[src/rtl/spi_arbiter_if.sv]
// Requester-side bus of the SPI arbiter:
// request fields in, accept and response handshake out.
interface spi_arbiter_if #(
  parameter int N_REQ = 3,
  parameter int SEL_W = 2,
  parameter int O_BW  = 8,
  parameter int I_BW  = 8
);
  logic [N_REQ-1:0]       req_valid;
  logic [N_REQ-1:0]       req_write;
  logic [N_REQ*SEL_W-1:0] req_slave;
  logic [N_REQ*O_BW-1:0]  req_wdata;
  logic [N_REQ-1:0]       req_ready;
  logic [N_REQ-1:0]       rsp_valid;
  logic [I_BW-1:0]        rsp_rdata;
  logic                   rsp_err;
  logic                   busy;

  modport master (
    output req_valid,
    output req_write,
    output req_slave,
    output req_wdata,
    input  req_ready,
    input  rsp_valid,
    input  rsp_rdata,
    input  rsp_err,
    input  busy
  );

  modport slave (
    input  req_valid,
    input  req_write,
    input  req_slave,
    input  req_wdata,
    output req_ready,
    output rsp_valid,
    output rsp_rdata,
    output rsp_err,
    output busy
  );
endinterface

[src/rtl/spi_arbiter.sv]
// Round-robin arbiter/sequencer sharing one spi_core master
// between several requesters, with CS gap and watchdog.
module spi_arbiter #(
  parameter int          N_REQ      = 3,
  parameter int          N_SLAVES   = 1,
  parameter int          SEL_W      = 2,
  parameter int          O_BW       = 8,
  parameter int          I_BW       = 8,
  parameter int          GAP_CYCLES = 2,
  parameter logic [15:0] TIMEOUT    = 16'd1023
) (
  input  logic                clk,
  input  logic                rstn,
  spi_arbiter_if.slave        bus,
  output logic [O_BW-1:0]     core_odata,
  output logic [N_SLAVES-1:0] core_send,
  output logic [N_SLAVES-1:0] core_recv,
  input  logic                core_ready,
  input  logic [I_BW-1:0]     core_idata
);

  localparam int PW = (N_REQ > 1) ? $clog2(N_REQ) : 1;

  localparam logic [2:0] IDLE      = 3'd0;
  localparam logic [2:0] ISSUE     = 3'd1;
  localparam logic [2:0] WAIT_BUSY = 3'd2;
  localparam logic [2:0] WAIT_DONE = 3'd3;
  localparam logic [2:0] GAP       = 3'd4;

  localparam logic [15:0] TO_LAST  = TIMEOUT - 16'd1;
  localparam logic [15:0] GAP_LAST =
    16'((GAP_CYCLES > 0) ? GAP_CYCLES - 1 : 0);
  localparam logic [2:0]  AFTER    =
    (GAP_CYCLES > 0) ? GAP : IDLE;

  logic [2:0]          state;
  logic [2:0]          state_d;
  logic [PW-1:0]       ptr;
  logic [PW-1:0]       gidx;
  logic [PW-1:0]       gnt;
  logic                found;
  logic                g_write;
  logic [SEL_W-1:0]    g_slave;
  logic [O_BW-1:0]     g_wdata;
  logic                g_bad;
  logic [N_REQ-1:0]    gnt_oh;
  logic [N_REQ-1:0]    gidx_oh;
  logic                wr;
  logic [SEL_W-1:0]    sel;
  logic [N_SLAVES-1:0] sel_oh;
  logic                bad_pend;
  logic [15:0]         tcnt;
  logic [15:0]         gcnt;
  logic                to_hit;
  logic                gap_done;
  logic                take;

  function automatic int rr_idx(
    input logic [PW-1:0] p,
    input int            k
  );
    return (int'(p) + k) % N_REQ;
  endfunction

  // first valid requester at or after the pointer
  always_comb begin
    found   = 1'b0;
    gnt     = '0;
    g_write = 1'b0;
    g_slave = '0;
    g_wdata = '0;
    for (int k = 0; k < N_REQ; k++) begin
      if (!found && bus.req_valid[rr_idx(ptr, k)]) begin
        found   = 1'b1;
        gnt     = PW'(rr_idx(ptr, k));
        g_write = bus.req_write[rr_idx(ptr, k)];
        g_slave =
          bus.req_slave[rr_idx(ptr, k)*SEL_W +: SEL_W];
        g_wdata =
          bus.req_wdata[rr_idx(ptr, k)*O_BW +: O_BW];
      end
    end
  end

  always_comb begin
    gnt_oh  = '0;
    gidx_oh = '0;
    sel_oh  = '0;
    for (int i = 0; i < N_REQ; i++) begin
      gnt_oh[i]  = (gnt == PW'(i));
      gidx_oh[i] = (gidx == PW'(i));
    end
    for (int s = 0; s < N_SLAVES; s++)
      sel_oh[s] = (int'(sel) == s);
  end

  assign g_bad    = int'(g_slave) >= N_SLAVES;
  assign take     = core_ready && found;
  assign to_hit   = (tcnt == TO_LAST);
  assign gap_done = (gcnt == GAP_LAST);

  always_comb begin
    state_d = state;
    unique case (state)
      IDLE:
        if (take) state_d = g_bad ? GAP : ISSUE;
      ISSUE:
        state_d = WAIT_BUSY;
      WAIT_BUSY:
        if (to_hit)           state_d = AFTER;
        else if (!core_ready) state_d = WAIT_DONE;
      WAIT_DONE:
        if (core_ready || to_hit) state_d = AFTER;
      GAP:
        if (bad_pend)      state_d = AFTER;
        else if (gap_done) state_d = IDLE;
      default:
        state_d = IDLE;
    endcase
  end

  always_ff @(posedge clk) begin
    if (!rstn) begin
      state         <= IDLE;
      ptr           <= '0;
      gidx          <= '0;
      wr            <= 1'b0;
      sel           <= '0;
      bad_pend      <= 1'b0;
      tcnt          <= '0;
      gcnt          <= '0;
      core_odata    <= '0;
      core_send     <= '0;
      core_recv     <= '0;
      bus.req_ready <= '0;
      bus.rsp_valid <= '0;
      bus.rsp_rdata <= '0;
      bus.rsp_err   <= 1'b0;
      bus.busy      <= 1'b0;
    end else begin
      state         <= state_d;
      bus.busy      <= (state_d != IDLE);
      bus.req_ready <= '0;
      bus.rsp_valid <= '0;
      bus.rsp_rdata <= '0;
      bus.rsp_err   <= 1'b0;
      core_send     <= '0;
      core_recv     <= '0;
      unique case (state)
        IDLE: begin
          if (take) begin
            bus.req_ready <= gnt_oh;
            gidx          <= gnt;
            ptr           <= (gnt == PW'(N_REQ - 1))
                             ? '0 : gnt + 1'b1;
            wr            <= g_write;
            sel           <= g_slave;
            core_odata    <= g_wdata;
            bad_pend      <= g_bad;
            gcnt          <= '0;
          end
        end
        ISSUE: begin
          tcnt <= '0;
          if (wr) core_send <= sel_oh;
          else    core_recv <= sel_oh;
        end
        WAIT_BUSY: begin
          if (to_hit) begin
            bus.rsp_valid <= gidx_oh;
            bus.rsp_err   <= 1'b1;
            gcnt          <= '0;
          end else begin
            tcnt <= tcnt + 16'd1;
          end
        end
        WAIT_DONE: begin
          // a completion on the expiry cycle still wins
          if (core_ready) begin
            bus.rsp_valid <= gidx_oh;
            bus.rsp_rdata <= wr ? '0 : core_idata;
            gcnt          <= '0;
          end else if (to_hit) begin
            bus.rsp_valid <= gidx_oh;
            bus.rsp_err   <= 1'b1;
            gcnt          <= '0;
          end else begin
            tcnt <= tcnt + 16'd1;
          end
        end
        GAP: begin
          if (bad_pend) begin
            bus.rsp_valid <= gidx_oh;
            bus.rsp_err   <= 1'b1;
            bad_pend      <= 1'b0;
            gcnt          <= '0;
          end else begin
            gcnt <= gcnt + 16'd1;
          end
        end
        default: ;
      endcase
    end
  end

endmodule
[src/flat_wrapper.sv]
// flat-port wrapper written by rule: the top's interface ports become plain ports
module spi_arbiter_flat 
#(
  parameter int          N_REQ      = 3,
  parameter int          N_SLAVES   = 1,
  parameter int          SEL_W      = 2,
  parameter int          O_BW       = 8,
  parameter int          I_BW       = 8,
  parameter int          GAP_CYCLES = 2,
  parameter logic [15:0] TIMEOUT    = 16'd1023
)
  (clk, rstn, core_odata, core_send, core_recv, core_ready, core_idata, bus_req_valid, bus_req_write, bus_req_slave, bus_req_wdata, bus_req_ready, bus_rsp_valid, bus_rsp_rdata, bus_rsp_err, bus_busy);
  spi_arbiter_if #(.N_REQ(N_REQ), .SEL_W(SEL_W), .O_BW(O_BW), .I_BW(I_BW)) bus_i ();
  input  logic clk;
  input  logic rstn;
  output logic [O_BW-1:0] core_odata;
  output logic [N_SLAVES-1:0] core_send;
  output logic [N_SLAVES-1:0] core_recv;
  input  logic core_ready;
  input  logic [I_BW-1:0] core_idata;
  input wire logic [$bits(bus_i.req_valid)-1:0] bus_req_valid;
  input wire logic [$bits(bus_i.req_write)-1:0] bus_req_write;
  input wire logic [$bits(bus_i.req_slave)-1:0] bus_req_slave;
  input wire logic [$bits(bus_i.req_wdata)-1:0] bus_req_wdata;
  output wire logic [$bits(bus_i.req_ready)-1:0] bus_req_ready;
  output wire logic [$bits(bus_i.rsp_valid)-1:0] bus_rsp_valid;
  output wire logic [$bits(bus_i.rsp_rdata)-1:0] bus_rsp_rdata;
  output wire logic [$bits(bus_i.rsp_err)-1:0] bus_rsp_err;
  output wire logic [$bits(bus_i.busy)-1:0] bus_busy;
  assign bus_i.req_valid = bus_req_valid;
  assign bus_i.req_write = bus_req_write;
  assign bus_i.req_slave = bus_req_slave;
  assign bus_i.req_wdata = bus_req_wdata;
  assign bus_req_ready = bus_i.req_ready;
  assign bus_rsp_valid = bus_i.rsp_valid;
  assign bus_rsp_rdata = bus_i.rsp_rdata;
  assign bus_rsp_err = bus_i.rsp_err;
  assign bus_busy = bus_i.busy;
  spi_arbiter #(.N_REQ(N_REQ), .N_SLAVES(N_SLAVES), .SEL_W(SEL_W), .O_BW(O_BW), .I_BW(I_BW), .GAP_CYCLES(GAP_CYCLES), .TIMEOUT(TIMEOUT)) u_core (.clk(clk), .rstn(rstn), .bus(bus_i), .core_odata(core_odata), .core_send(core_send), .core_recv(core_recv), .core_ready(core_ready), .core_idata(core_idata));
endmodule
[config.mk]
export PLATFORM = sky130hd
export DESIGN_NAME = spi_arbiter_flat
export DESIGN_NICKNAME = d
export VERILOG_FILES = /design/src/rtl/spi_arbiter_if.sv /design/src/rtl/spi_arbiter.sv /design/src/flat_wrapper.sv
export SDC_FILE = /design/constraint.sdc
export NUM_CORES = 1
export LEC_CHECK = 0
export BUFFER_PORTS_ARGS = -buffer_cell sky130_fd_sc_hd__buf_2
export CAP_MARGIN = 20
export CORE_MARGIN = 2
export CORE_UTILIZATION = 45
export CTS_CLUSTER_SIZE = 40
export DETAILED_ROUTE_END_ITERATION = 8
export PLACE_DENSITY = 0.76
export SKIP_LAST_GASP = 1
export SYNTH_ARGS = -nofsm -noshare
export SYNTH_HDL_FRONTEND = slang
export SYNTH_SLANG_ARGS = --single-unit
[constraint.sdc]
create_clock -name clk -period 6.5 [get_ports clk]
set_input_delay 0.325 -clock clk [delete_from_list [all_inputs] [get_ports clk]]
set_output_delay 0.325 -clock clk [all_outputs]
set_load 0.02 [all_outputs]
==> After elaboration in Yosys (flattened, before gate mapping) <==
Index checks and enable logic that the tools add are counted.
W data, S select, Z words.
{ "totals": {"regBits": 69, "latchBits": 0, "ramBits": 0, "mem_bits_ro": 0, "input_bits": 47, "out_inout_bits": 26, "elab_cells": 132, "memories": 0} }
{ "op_classes": {"n_addsub": 5, "n_mul": 0, "div": 3, "magnitude_cmp": 4, "eq_ne": 12, "shifts": 6, "n_mux": 60, "bitwise": 4, "reduce_logical": 22} }
{ "op_table": {"columns": ["op", "n"], "rows": [
  ["$lt A32 B4 Y1 const B", 3],
  ["$mux W16", 6],
  ["$shiftx A24 B32 Y8", 3],
  ["$shiftx A6 B32 Y2", 3],
  ["$mod A32 B3 Y32 const B", 2],
  ["$pmux W16 S4", 1],
  ["$pmux W16 S3", 1],
  ["$add A16 B1 Y16 const B", 2],
  ["$mod A3 B3 Y32 const B", 1],
  ["$mux W3", 10],
  ["$mux W8", 3],
  ["$mux W1", 22],
  ["$eq A16 B1 Y1 const B", 1],
  ["$eq A16 B10 Y1 const B", 1],
  ["$pmux W3 S5", 1],
  ["$mux W2", 7],
  ["$bmux W1 S2", 6],
  ["$pmux W3 S3", 1],
  ["$reduce_and A2 Y1", 4],
  ["$eq A3 B2 Y1 const B", 2],
  ["$logic_not A2 Y1", 3],
  ["$reduce_and A3 Y1", 2],
  ["$reduce_bool A3 Y1", 2],
  ["$eq A2 B1 Y1 const B", 2],
  ["other kinds (20)", 27]
]} }

==> Depth between registers and ports, before layout <==
Gate-level depths: netlist (run 1).
{ "logic_depth": {"word_depth": 16, "depth_mapped": 12} }

==> Worst setup path after synthesis (run 1) <==
Ideal clock, no wire load.
{ "synth_path": {"path_type": "register -> register", "startpoint": "register u_core.ptr[1]", "endpoint": "register u_core.bad_pend", "setup_time_ps": 115, "t_arrival_ps": 2142, "setup_slack_ps": 4244, "path_stages_with_launch": 11, "synth_period_minus_slack_ps": 2256, "cell_sequence": "dfxtp_1 inv_1 ha_1 buf_4 inv_1 a31oi_1 o21ai_1 a311oi_1 o22a_1 a21oi_1 o21a_1"} }
{ "synth_between": {"elab_chain_len": 14, "word_cells_on_any_way": 33} }
{ "synth_rtl": {"columns": ["element", "line_no", "text"], "rows": [
  ["from (decl)", "spi_arbiter.sv:38", "logic [PW-1:0] ptr;"],
  ["from (signal assigned)", "spi_arbiter.sv:154", "ptr <= (gnt == PW'(N_REQ - 1))"],
  ["branches (longest 14 deep; another with $mod A32 B3 Y32)", null, null],
  ["to (signal assigned)", "spi_arbiter.sv:159", "bad_pend <= g_bad;"],
  ["to (decl)", "spi_arbiter.sv:51", "logic bad_pend;"]
]} }
Several ways; the timed one is not identified. The select of a mux whose other input is x is not followed.
A chain may end at the register's enable or synchronous reset.

==> Worst setup path in the final report (run 1) <==
Ends and elaborated chain as after synthesis.

==> qor.csv, run 1 <==
stage,metric,value,unit
drt,Via Count,4182,
critical_path,R2R Path End,u_core.bad_pend$_SDFFE_PN0P_,
die,die span in y,101,um
sta,hold slack,0.181,ns
global_routing,first-pass GRT wire length,17600,um
clocking,# resized after CTS,0,
critical_path,Crit. End Element,register,
die,I/O Pins,73,
pwr,Peak supply drop,142,uV
global_routing,total congestion overflow,0,
layout,area delta synth->final,12.7,%
pwr,Leakage Power,1.80,nW
critical_path,Worst EP arrival,3.45,ns
place,Final HPWL DP,7540,um
worst_hold_path,Hold Crit Start,core_idata[4],
logic_synthesis,cell count after synthesis,528,
sta,Final Critical Period,3.16,ns
flow_run,max cap viols,0,
drt,vias per inst,5.97,
global_routing,largest net degree at the start of global routing,39,
sta,Worst Max-Slew Pin Slew,0.886,ns
drt,drc violations,0,
clocking,TritonCTS buffer count,9,
layout,Final Net Count,642,
logic_synthesis,synthesized area per cell,7.98,um^2
sta,final period utilization,48.6,%
sta,Final Skew,0.0105,ns
sta,RSZ-0062 raised after global routing,false,
pwr,pwr/cell area,313,nW/um^2
logic_synthesis,Post-synth ARST share,0,%
drt,1st-iter DRT viols,289,
critical_path,CP max FO,34,
drt,number of iterations in the first detailed-routing pass,5,
die,core area,9150,um^2
die,Die Wd,101,um
sta,TNS Setup,0,ns
logic_synthesis,post-synthesis register bit count,69,
sta,relative slew slack,40.9,%
sta,Hold Fails Final Rpt,0,
clocking,Root Driver,clkbuf_8,
layout,post-layout util,51.9,%
critical_path,worst reg2reg startpoint,u_core.ptr[1]$_SDFFE_PN0P_,
clocking,Post-CTS Setup Bufs,0,
die,Die ar.,10200,um^2
global_routing,total track usage,21.2,%
clocking,CTS tree,done,
place,port bufs,72,
logic_synthesis,leading area contributor after synthesis,dfxtp_1,
drt,DR WL/cell,15.0,um
logic_synthesis,post-synth top area share,32.8,%
logic_synthesis,Ys Warns,0,
clocking,clock latency on the worst-skew pair,0.34,ns
critical_path,"Req. time, crit path",6.79,ns
layout,most frequent cells in the layout,"buf_2, dfxtp_1, nand2_1",
logic_synthesis,Synth Flop Type,dfxtp_1,
die,initial core utilization,46.1,%
critical_path,worst reg-to-reg setup slack,3.34,ns
logic_synthesis,"Seq/Total Area, Yosys",32.8,%
place,Final GP Congestion,0.907,
sta,Setup-failing EPs final,0,
global_routing,vias in the first global route,3859,
clocking,CTS sink count,69,
worst_hold_path,WHS Endpoint,u_core.bus.rsp_rdata[4]$_SDFF_PP0_,
critical_path,CP startpoint kind,register,
critical_path,FF-to-FF path depth,10,
sta,Fmax,316,MHz
logic_synthesis,Cell variety after synth,67,
sta,count of pins over their slew limit,0,
clocking,clk buf depth,2,
worst_hold_path,WHS Path Cells,2,
logic_synthesis,Post-Syn Area,4220,um^2
clocking,CTS H-Tree Depth,3,
clocking,Clock Pin Slew Worst Setup and Hold Paths,0.07,ns
layout,ratio of cells with drive above 1 in the final layout,20.5,%
drt,DRT antenna net count,0,
logic_synthesis,synth top area cells,"dfxtp_1, o21ai_0, nand2_1",
layout,ANT cells,0,
clocking,hold buffer count at cts,0,
logic_synthesis,net count after synthesis,586,
die,row cnt,35,
global_routing,initial antenna violation count,0,
drt,drt total wl,10500,um
logic_synthesis,"EDFF count, synth",0,
outcome,status,"finished, final reports clean",
critical_path,crit path kind,reg -> reg,
layout,"commonest non-fill, non-tap cell in the layout",buf_2,
worst_hold_path,worst hold path type,in -> reg,
-- sequential cells by signal, summed over array words and instances (netlist names) --
name and cells:
u_core.gcnt 16, u_core.tcnt 16, u_core.bus.rsp_rdata 8, u_core.core_odata 8, u_core.bus.req_ready 3, u_core.bus.rsp_valid 3, u_core.state 3, u_core.gidx 2
u_core.ptr 2, u_core.sel 2, u_core.bad_pend 1, u_core.bus.busy 1, u_core.bus.rsp_err 1, u_core.core_recv 1, u_core.core_send 1, u_core.wr 1
-- area by class of cell --
type,count,area (um^2)
Fill cell,867,4400
Timing Repair Buffer,76,388
Sequential cell,69,1380
Multi-Input combinational cell,416,2620
Inverter,12,45.0
Clock buffer,13,159
Tap cell,111,139
Clock inverter,3,20.0
-- report_power, final --
group | total, mW | internal (mW) | switching [mW]
registers | 0.519 | 0.471 | 0.0476
clock network | 0.315 | 0.159 | 0.156
logic | 0.654 | 0.240 | 0.414
-- critical path, stage by stage, from the launching register on --
cell and delay, ns:
dfxtp_1 0.45, inv_1 0.12, ha_1 0.28, buf_4 0.27, a211oi_1 0.29, a31oi_1 0.07, o2bb2ai_1 0.67, a311oi_1 0.30
o22a_1 0.28, a21oi_1 0.20, o21a_1 0.17
-- worst max-delay path by stage --
stage                                          start                      endpoint  slack (ns)  depth (start not counted)
after floorplan           u_core.ptr[1]$_SDFFE_PN0P_  u_core.bad_pend$_SDFFE_PN0P_        4.24                         10
after global placement    u_core.ptr[1]$_SDFFE_PN0P_  u_core.bad_pend$_SDFFE_PN0P_        3.57                         10
after detailed placement  u_core.ptr[1]$_SDFFE_PN0P_  u_core.bad_pend$_SDFFE_PN0P_        3.38                         10
after CTS                 u_core.ptr[1]$_SDFFE_PN0P_  u_core.bad_pend$_SDFFE_PN0P_        3.35                         10
after global routing      u_core.ptr[1]$_SDFFE_PN0P_  u_core.bad_pend$_SDFFE_PN0P_        3.00                         10
final                     u_core.ptr[1]$_SDFFE_PN0P_  u_core.bad_pend$_SDFFE_PN0P_        3.34                         10
-- metrics by stage --
stage | instances | setup slack [ns] | total power [mW] | cell area (um^2)
final | 700 | 3.34 | 1.49 | 4750
after global routing | 700 | 3.00 | 1.59 | 4750
after global placement | 683 | 3.57 | 1.15 | 4570
after CTS | 700 | 3.35 | 1.49 | 4750
after detailed placement | 684 | 3.38 | 1.17 | 4570
after floorplan | 528 | 4.24 | 1.03 | 4220
-- logic make-up (layout without fill, tap and decap cells) --
family                   count (synthesis)  count (layout)  synth area share [%]
AND/OR/NAND/NOR                        212             212                  25.9
AO/OA/AOI/OAI                          148             148                  22.3
flip-flops                              69              69                  32.8
buffers and inverters                   43             104                  5.08
multiplexers                            32              32                  7.90
adder cells (fa/ha/maj)                 12              12                  3.50
XOR/XNOR                                12              12                  2.49
-- metal layers --
metal	global-route usage, %	part of all wire [%]
met5	0	0
met4	8.54	1.5
met3	3.95	7.6
met2	35.3	46
met1	27.1	45
-- cells in the mapped netlist, drive strengths merged (4+ instances only) --
cell type / count
o21a: 4
a311oi: 5
nand4: 9
and2: 16
clkbuf: 13
mux2: 10
xnor2: 4
xor2: 8
a222oi: 8
buf: 18
nor4b: 4
o21ai: 58
nor4: 7
and4: 4
and3: 6
nand3: 26
inv: 12
ha: 11
nand2b: 5
nand2: 67
mux2i: 22
a31oi: 16
or2: 4
nor2: 43
a211oi: 6
nor3: 7
a21oi: 23
nor2b: 7
dfxtp: 69
Power figures use the tool's default switching activity.
==> run 2: changes to the inputs <==
==> constraint.sdc (replaced) <==
create_clock -name clk -period 3.3 [get_ports clk]
set_input_delay 0.165 -clock clk [delete_from_list [all_inputs] [get_ports clk]]
set_output_delay 0.165 -clock clk [all_outputs]
set_load 0.02 [all_outputs]
==> run 2 against run 1 <==
  * Hold slack got worse by 0.16 ns
  * Critical path depth unchanged
  * Critical path type unchanged
  * Combinational power grew 100%
==> qor.csv, run 2 (same netlist as run 1, synthesis figures left out) <==
stage,metric,value,unit,change
outcome,status,"finished, final reports clean",,
critical_path,"Slowest-stage cell, CP",ha_1,,
drt,drc violations,0,,unchanged
global_routing,total track usage,21.2,%,-0.026 points
critical_path,Slowest Stage Delay on Critical Path,0.55,ns,-0.12 ns
sta,Worst Max-Slew Pin Slew,0.712,ns,-0.174 ns
place,port bufs,72,,unchanged
critical_path,CP dominant cell by count,inv_1,,
clocking,hold buffer count at cts,0,,unchanged
sta,Final Skew,0.0101,ns,-0.000351 ns
clocking,clk buf depth,2,,unchanged
flow_run,max cap viols,0,,unchanged
clocking,Clock Pin Slew Worst Setup and Hold Paths,0.07,ns,about the same
global_routing,total congestion overflow,0,,unchanged
layout,area delta synth->final,14.6,%,
critical_path,CP bufs+invs,3,,+1
pwr,Peak supply drop,245,uV,+73%
drt,Via Count,4119,,-1.5%
die,Die Wd,101,um,unchanged
layout,ANT cells,0,,unchanged
die,row cnt,35,,unchanged
drt,drt total wl,10700,um,+1.6%
layout,most frequent cells in the layout,"buf_2, dfxtp_1, nand2_1",,
sta,Fmax,341,MHz,+7.9%
sta,count of pins over their slew limit,0,,unchanged
critical_path,worst reg-to-reg setup slack,0.37,ns,-2.97 ns
global_routing,vias in the first global route,3693,,-4.3%
drt,vias per inst,5.85,,-2.1%
critical_path,Crit path depth,10,,unchanged
drt,DRT antenna net count,0,,unchanged
clocking,Post-CTS Setup Bufs,0,,unchanged
critical_path,FF-to-FF path depth,10,,unchanged
global_routing,largest net degree at the start of global routing,27,,-31%
layout,"commonest non-fill, non-tap cell in the layout",buf_2,,
place,Final HPWL DP,7850,um,+4.2%
die,initial core utilization,46.1,%,unchanged
pwr,Leakage Power,1.85,nW,+2.9%
drt,DR WL/cell,15.2,um,+0.99%
clocking,CTS H-Tree Depth,3,,unchanged
critical_path,CP max FO,17,,-50%
layout,filler instances,856,,-1.3%
clocking,# resized after CTS,0,,unchanged
die,Die ar.,10200,um^2,unchanged
critical_path,R2R Path End,u_core.bad_pend$_SDFFE_PN0P_,,
critical_path,Worst setup endpoint,u_core.bad_pend$_SDFFE_PN0P_,,
die,I/O Pins,73,,unchanged
drt,highest metal used,met4,,
clocking,Root Driver,clkbuf_8,,
critical_path,"Req. time, crit path",3.58,ns,-3.21 ns
drt,DR WL met3,760,um,-5.2%
critical_path,Worst EP arrival,3.21,ns,-0.24 ns
global_routing,first-pass GRT wire length,17600,um,+0.12%
sta,Hold Fails Final Rpt,0,,unchanged
pwr,Tot Pwr,3.11,mW,+110%
critical_path,worst reg2reg startpoint,u_core.ptr[0]$_SDFFE_PN0P_,,
drt,WL met2,4820,um,-0.82%
sta,RSZ-0062 raised after global routing,false,,
place,DP Cell Count,688,,+0.58%
critical_path,CP startpoint kind,register,,
sta,TNS Setup,0,ns,unchanged
critical_path,critical path launch point,u_core.ptr[0]$_SDFFE_PN0P_,,
layout,Final Net Count,646,,+0.62%
layout,post-layout util,52.8,%,+0.86 points
critical_path,crit-path cells,"inv_1, ha_1, inv_1, o32ai_1, o2bb2ai_1, buf_4, a311oi_1, o22a_1, a21oi_1, o21a_1",,
critical_path,"delay-heaviest family, CP",compound AO/OA/AOI/OAI gates,,
clocking,TritonCTS buffer count,9,,unchanged
sta,Setup-failing EPs final,0,,unchanged
drt,1st-iter DRT viols,251,,-13%
drt,DRT met1 WL,4990,um,+6.0%
worst_hold_path,worst hold path type,in -> reg,,
drt,number of iterations in the first detailed-routing pass,7,,+2
sta,Final Critical Period,2.93,ns,-0.232 ns
die,core area,9150,um^2,unchanged
critical_path,crit path kind,reg -> reg,,
place,Final GP Congestion,0.914,,+0.71%
clocking,CTS sink count,69,,unchanged
layout,biggest regs,"u_core.gcnt: 16 flops, u_core.tcnt: 16 flops",,
sta,final period utilization,88.8,%,+40 points
layout,Finished Layout Cells,704,,+0.57%
layout,ratio of cells with drive above 1 in the final layout,21.2,%,+0.70 points
sta,relative slew slack,52.1,%,+11 points
critical_path,Crit. End Element,register,,
clocking,clock latency on the worst-skew pair,0.34,ns,about the same
clocking,CTS tree,done,,
global_routing,initial antenna violation count,0,,unchanged
pwr,pwr/cell area,643,nW/um^2,+110%
die,die span in y,101,um,unchanged
-- run 2: worst min path at each step --
stage | cells after the start | from | end | slack, ns
floorplan | 1 | core_idata[0] | u_core.bus.rsp_rdata[0]$_SDFF_PP0_ | 0.29
global placement | 2 | core_idata[4] | u_core.bus.rsp_rdata[4]$_SDFF_PP0_ | 0.37
detailed placement | 2 | core_idata[3] | u_core.bus.rsp_rdata[3]$_SDFF_PP0_ | 0.37
CTS | 2 | core_idata[5] | u_core.bus.rsp_rdata[5]$_SDFF_PP0_ | 0.02
global route | 2 | core_idata[0] | u_core.bus.rsp_rdata[0]$_SDFF_PP0_ | 0.02
finish | 2 | core_idata[6] | u_core.bus.rsp_rdata[6]$_SDFF_PP0_ | 0.03
-- run 2: area by class of cell --
class / count / area, um^2 / share of cell area, %
Clock buffer: 12 / 155 / 3.21
Timing Repair Buffer: 80 / 420 / 8.70
Tap cell: 111 / 139 / 2.87
Sequential cell: 69 / 1380 / 28.6
Multi-Input combinational cell: 416 / 2620 / 54.2
Clock inverter: 4 / 70.1 / 1.45
Inverter: 12 / 45.0 / 0.932
-- run 2: metal layers --
layer	vias to the layer above	track usage, %
met1	1873	29.2
li1	2061	-
met2	175	33.5
met4	0	7.48
met3	10	3.61
met5	-	0
-- run 2: metrics by stage --
stage / setup slack, ns / cell area [um^2] / hold slack, ns
2_1_floorplan: 1.04 / 4220 / 0.287
3_3_place_gp: 0.611 / 4610 / 0.370
3_5_place_dp: 0.470 / 4610 / 0.370
4_1_cts: 0.439 / 4830 / 0.0198
5_1_grt: 0.151 / 4830 / 0.0194
6_report: 0.370 / 4830 / 0.0251
-- run 2: power breakdown --
group          leakage (nW)  internal [mW]  switching (mW)
clock network         0.116          0.465           0.302
logic                  1.18          0.498           0.823
registers             0.559          0.929          0.0906
